==> src/rtl/div_seq_32x16.sv <==
// div_seq_32x16: sequential restoring divider, 2N-bit / N-bit -> N-bit quotient and remainder, one bit per clock.
// Define DIV_OVF_CHECK_EN to flag divide-by-zero/overflow and return in one cycle.
module div_seq_32x16 #(
  parameter int N = 16
) (
  input  logic           clk,
  input  logic           rst,
  input  logic           st,
  input  logic [2*N-1:0] dividend,
  input  logic [N-1:0]   divisor,
  output logic           done,
  output logic           ovf,
  output logic [N-1:0]   quotient,
  output logic [N-1:0]   remainder
);
  localparam int CW = $clog2(N) + 1;
  localparam logic [1:0] IDLE = 2'd0, RUN = 2'd1, DONE = 2'd2;
  logic [1:0]    state_q, state_d;
  logic [2*N:0]  acu_q, acu_d, s;
  logic [N-1:0]  dvs_q, dvs_d;
  logic [CW-1:0] cnt_q, cnt_d;
  logic          ovf_q, ovf_d, ovf_c, unused_msb;
  logic [N+1:0]  t;
`ifdef DIV_OVF_CHECK_EN
  assign ovf_c = divisor == '0 || dividend[2*N-1:N] >= divisor;
`else
  assign ovf_c = 1'b0;
`endif
  assign s = {acu_q[2*N-1:0], 1'b0};
  // t[N+1] is the borrow of the trial subtraction
  assign t = {1'b0, s[2*N:N]} - {2'b00, dvs_q};
  assign unused_msb = acu_q[2*N];
  always_comb begin
    state_d = state_q;
    acu_d   = acu_q;
    dvs_d   = dvs_q;
    cnt_d   = cnt_q;
    ovf_d   = ovf_q;
    if (state_q == IDLE && st) begin
      state_d = ovf_c ? DONE : RUN;
      acu_d   = ovf_c ? {{(N+1){1'b0}}, {N{1'b1}}} : {1'b0, dividend};
      dvs_d   = ovf_c ? dvs_q : divisor;
      cnt_d   = ovf_c ? cnt_q : '0;
      ovf_d   = ovf_c;
    end else if (state_q == RUN) begin
      acu_d   = t[N+1] ? s : {t[N:0], s[N-1:1], 1'b1};
      cnt_d   = cnt_q + CW'(1);
      state_d = cnt_q == CW'(N-1) ? DONE : RUN;
    end else if (state_q == DONE) begin
      state_d = IDLE;
    end
  end
  always_ff @(posedge clk) begin
    if (rst) begin
      state_q <= IDLE;
      acu_q   <= '0;
      dvs_q   <= '0;
      cnt_q   <= '0;
      ovf_q   <= 1'b0;
    end else begin
      state_q <= state_d;
      acu_q   <= acu_d;
      dvs_q   <= dvs_d;
      cnt_q   <= cnt_d;
      ovf_q   <= ovf_d;
    end
  end
  assign done      = state_q == DONE;
  assign ovf       = ovf_q;
  assign quotient  = acu_q[N-1:0];
  assign remainder = acu_q[2*N-1:N];
endmodule

==> config.mk <==
export PLATFORM = sky130hd
export DESIGN_NAME = div_seq_32x16
export DESIGN_NICKNAME = d
export VERILOG_FILES = /design/src/rtl/div_seq_32x16.sv
export SDC_FILE = /design/constraint.sdc
export NUM_CORES = 1
export LEC_CHECK = 0
export CORE_MARGIN = 8
export CORE_UTILIZATION = 29
export CTS_BUF_LIST = sky130_fd_sc_hd__clkbuf_8
export CTS_CLUSTER_SIZE = 28
export DETAILED_ROUTE_END_ITERATION = 6
export DONT_BUFFER_PORTS = 1
export MAX_ROUTING_LAYER = met4
export SETUP_SLACK_MARGIN = 0.5
export SYNTH_ARGS = -nofsm -noshare
export SYNTH_HDL_FRONTEND = slang
export SYNTH_SLANG_ARGS = --single-unit
==> constraint.sdc <==
create_clock -name clk -period 2.78 [get_ports clk]
set_input_delay 0.278 -clock clk [delete_from_list [all_inputs] [get_ports clk]]
set_output_delay 0.278 -clock clk [all_outputs]
set_load 0.02 [all_outputs]
* Word-level counts from Yosys, hierarchy flattened
Index checks and enable logic that the tools add are counted.
Storage, ports and cells: register bits after elaboration 55, bits in latches 0, RAM bits 0, ROM bits 0, bits of input ports 51, output and inout bits 34, word-level logic and storage cells 23, memories 0
Cells by class: add/sub/neg operators 2, $mul 0, div/mod/pow operators 0, order comparisons 0, equality and inequality tests 3, shifts and indexed selects 0, multiplexer cells 7, bitwise operators 0, reduce and logical (&&, ||, !) cells 6
Operator list (number):
- two-way mux 32 bit | 3
- subtractor 17 x 16 -> 18 bit | 1
- two-way mux 2 bit | 3
- adder 5 x 1 -> 5 bit, second input constant | 1
- == test 5 x 4 -> 1 bit, second input constant | 1
- nonzero test 2 bit | 2
- nonzero test 3 bit | 1
- == test 2 x 1 -> 1 bit, second input constant | 1
- == test 2 bit, second input constant | 1
- logical NOT 2 bit | 1
- OR reduction 2 bit | 1
- logical AND 1 bit | 1
- two-way mux 1 bit | 1

* Logic depth before layout (Yosys ltp)
depth in word-level cells 4, gate-level depth with buffers 11, depth with buffers taken out 10

* Worst setup path before layout
Ideal clock, no wire load.
kind reg2reg, start point register acu_q[15], end point register acu_q[22], library setup time 0.079 ns, arrival time 2.316 ns, data required time 2.701 ns, path slack 0.385 ns, cell stages (with the launch flop) 10, path buffers 0, clock period less this slack 2.395 ns, cells stage by stage dfxtp_1 inv_1 ha_1 nor2b_1 o2111ai_1 a31oi_2 o211ai_2 and2_4 or4_4 a211oi_2
On the way: longest elaborated chain between the ends 4
RTL lines:
- from (decl) | RTL line 19 | logic [2*N:0] acu_q, acu_d, s;
- from (signal assigned) | RTL line 62 | acu_q <= acu_d;
- subtractor 17 x 16 -> 18 bit | RTL line 31 | assign t = {1'b0, s[2*N:N]} - {2'b00, dvs_q};
- two-way mux 32 bit | RTL line 46 | acu_d = t[N+1] ? s : {t[N:0], s[N-1:1], 1'b1};
- two-way mux 32 bit | RTL line 45 | end else if (state_q == RUN) begin
- two-way mux 32 bit | RTL line 39 | if (state_q == IDLE && st) begin
No other way between the ends. The select of a mux whose other input is x is not followed. A chain may end at the register's enable or synchronous reset.

* Worst setup path after layout
start point register acu_q[15], end point register acu_q[30]
Same word-level chain as after synthesis.

==> key figures <==
Run status
  – Status: finished clean

Route
  – Initial DRT Pass Iterations: 4
  – Vias per cell: 5.33
  – Overall routed net length: 10300 um
  – Number of DRC markers in iteration 0: 84
  – Post-route DRC: 0
  – Avg WL per Cell: 17.8 um
  – Final ANT Viol Nets: 0
  – Vias: 3076

Clock network
  – Root buf cell: clkbuf_8
  – Max Root-Sink Buffers: 2
  – Clock transition at path regs: 0.11 ns
  – Skew-Pair Late Insertion Delay: 0.32 ns
  – CTS sink cnt: 55
  – Total CTS buffers: 5
  – CTS tree: done
  – Max H-tree Level: 2

Power and ir drop
  – Peak supply drop: 0.324 mV
  – P per Cell Area: 835 nW/um^2
  – Pleak: 1.61 nW

Yosys
  – Cell count after synthesis: 407
  – Post-synthesis simple-gate area fraction: 0.185
  – List of most frequent post-synthesis cells: 61 x nand2_1, 55 x dfxtp_1, 40 x nor2_1
  – Post-Synth Adder-Cell Area: 0.0877
  – Warnings from Yosys: 0
  – #FFs+latches synth: 55
  – Most frequent cell after synthesis: nand2_1
  – Synth Area in XOR/XNOR: 0.0272
  – Sequential share of the synthesized area: 0.341
  – Ys async rst share: 0
  – Number of synthesized flops with an enable pin: 0
  – Avg Inst Size Synth: 7.93 um^2
  – Syn Nets: 480
  – Syn Std Cell Area: 3230 um^2
  – Post-synthesis mux area share: 0.0497
  – Area leader, netlist: dfxtp_1
  – Post-synth top area share: 0.341
  – Post-synthesis compound-gate area fraction: 0.250
  – Synth top area cells: dfxtp_1 34%, ha_1 8.1%, nand2_1 7.1%
  – Largest family of logic cells by synthesized area: compound AO/OA/AOI/OAI gates
  – Synth Flop Type: dfxtp_1
  – Number of distinct library cells after synthesis: 51

Finish
  – Layout Nets: 509
  – Diodes inserted: 0
  – Layout area overhead: 30.6%
  – Non-Filler Instances: 577
  – Layout cells sized above 1: 0.231
  – Finished Cell Area: 4210 um^2
  – Finished Core Util: 0.389

Die
  – IO Count: 85
  – Row count: 38
  – DIE WIDTH: 121 um
  – Initial Util: 0.298
  – Die boundary height: 121 um
  – Full die area: 14800 um^2
  – Core area: 10800 um^2

Placed design
  – Dpl hpwl: 7150 um
  – Post-placement cell area: 3490 um^2
  – GPL Wtd Cong: 0.890
  – Placed insts: 541
  – IO Port Bufs: 0

Timing
  – Tcrit/Tclk final: 0.825
  – Unrepaired setup endpoints after global routing: true
  – Worst slew pin tran: 0.584 ns
  – Max-slew headroom: 0.610
  – Max-slew violation count: 0
  – Final setup vio count: 0
  – Setup_tns: 0 ns
  – F_max: 436 MHz
  – Final hold vios: 0
  – Setup clock skew after layout: 0.0124 ns
  – Clock period minus worst slack: 2.29 ns

Worst setup path
  – CP Data Required Time: 3.02 ns
  – WS Path Type: flip-flop to flip-flop
  – Setup crit start kind: flip-flop
  – Worst-path maximum fanout: 3
  – Arr. time, crit path: 2.53 ns
  – Critical path endpoint category: flip-flop
  – R2R Setup Slk: 0.49 ns

Global routing
  – First-pass GRT wire length: 16200 um
  – Vias in the first global route: 3225
  – Largest net degree at the start of global routing: 49
  – Gr ovfl total: 0
  – Overall Global Routing Usage: 0.139
  – Initial antenna violation count: 0

Min path
  – Hold Path Class: input port to flip-flop

Job
  – Max Cap Viol: 0
flip-flops by register name (all words and copies together), names as in the netlist:
| name | cells |
|---|---|
| acu_q | 32 |
| dvs_q | 16 |
| state_q | 2 |
| cnt_q | 5 |
through the flow:
step | setup slack (ns) | hold slack [ns] | total power, W
after floorplan | 0.490 | 0.414 | 0.00213
after global placement | 0.263 | 0.349 | 0.00248
after detailed placement | 0.272 | 0.348 | 0.00250
after CTS | 0.494 | 0.00125 | 0.00333
after global routing | 0.384 | 0.00607 | 0.00376
final | 0.487 | 0.0245 | 0.00352
path summary, 6_finish.rpt:
| check | cells past startpoint | start | to |
|---|---|---|---|
| max | 10 | acu_q[15] | acu_q[30] |
| min | 1 | rst | dvs_q[10] |
| max reg2reg | 10 | acu_q[15] | acu_q[30] |
| min reg2reg | 2 | dvs_q[10] | dvs_q[10] |
layout by cell type (no fill, tap or decap), drive strengths merged, types with 15 or more instances in the layout:
master and instances:
a21oi 35, nor2 40, a211oi 24, ha 21, dfxtp 55, inv 25, o21ai 20, nand2 61
dlygate4sd3 15, buf 30, mux2i 16
report_power, final:
group | switching, W | leakage, nW | internal (W)
Clock | 0.000288 | 0.0587 | 0.000274
Sequential | 0.000191 | 0.460 | 0.000902
Combinational | 0.000974 | 1.09 | 0.000889
logic make-up (layout without fill, tap and decap cells):
| kind of cell | Yosys count | after routing |
|---|---|---|
| other | 1 | 1 |
| buffers and inverters | 47 | 77 |
| AOI/OAI and AO/OA | 120 | 120 |
| DFF | 55 | 55 |
| muxes | 16 | 16 |
| xor gates and xnor gates | 10 | 10 |
| adders and majority gates | 22 | 22 |
| and+or+nand+nor | 136 | 136 |
area by class of cell:
cell class,instances,area [um^2]
fill,1119,6630
clock buffer,5,68.8
clock inverter,3,47.5
multi-input combinational,305,2300
sequential,55,1130
inverter,24,92.6
tap,140,175
timing repair buffer,45,404
per-layer routing:
metal,global-route usage,vias to the layer above,wire (um),share of wire
met2,0.232,104,4930,0.48
met1,0.157,1463,4320,0.42
met3,0.0498,9,914,0.089
met4,0.0308,0,103,0.010
met5,-,-,0,0
li1,-,1500,-,-
worst max-delay path, stage by stage (launching register included):
cell and delay [ns]:
dfxtp_4 0.43, inv_4 0.05, ha_4 0.17, fa_2 0.37, nor2b_2 0.15, o2111ai_2 0.18
a21oi_2 0.25, and4_1 0.24, or4_1 0.13, nand3_2 0.07, a211oi_2 0.17
repair_timing:
action / in CTS / in global routing
endpoints found under the setup margin: 13 / 22
cloned: 0 / 1
hold buffers: 13 / 2
buffers inserted: 7 / 5
hold endpoints to repair: 17 / 1
resized for setup: 38 / 39
pin swaps: 10 / 21
(Power assumes the default switching activity.)
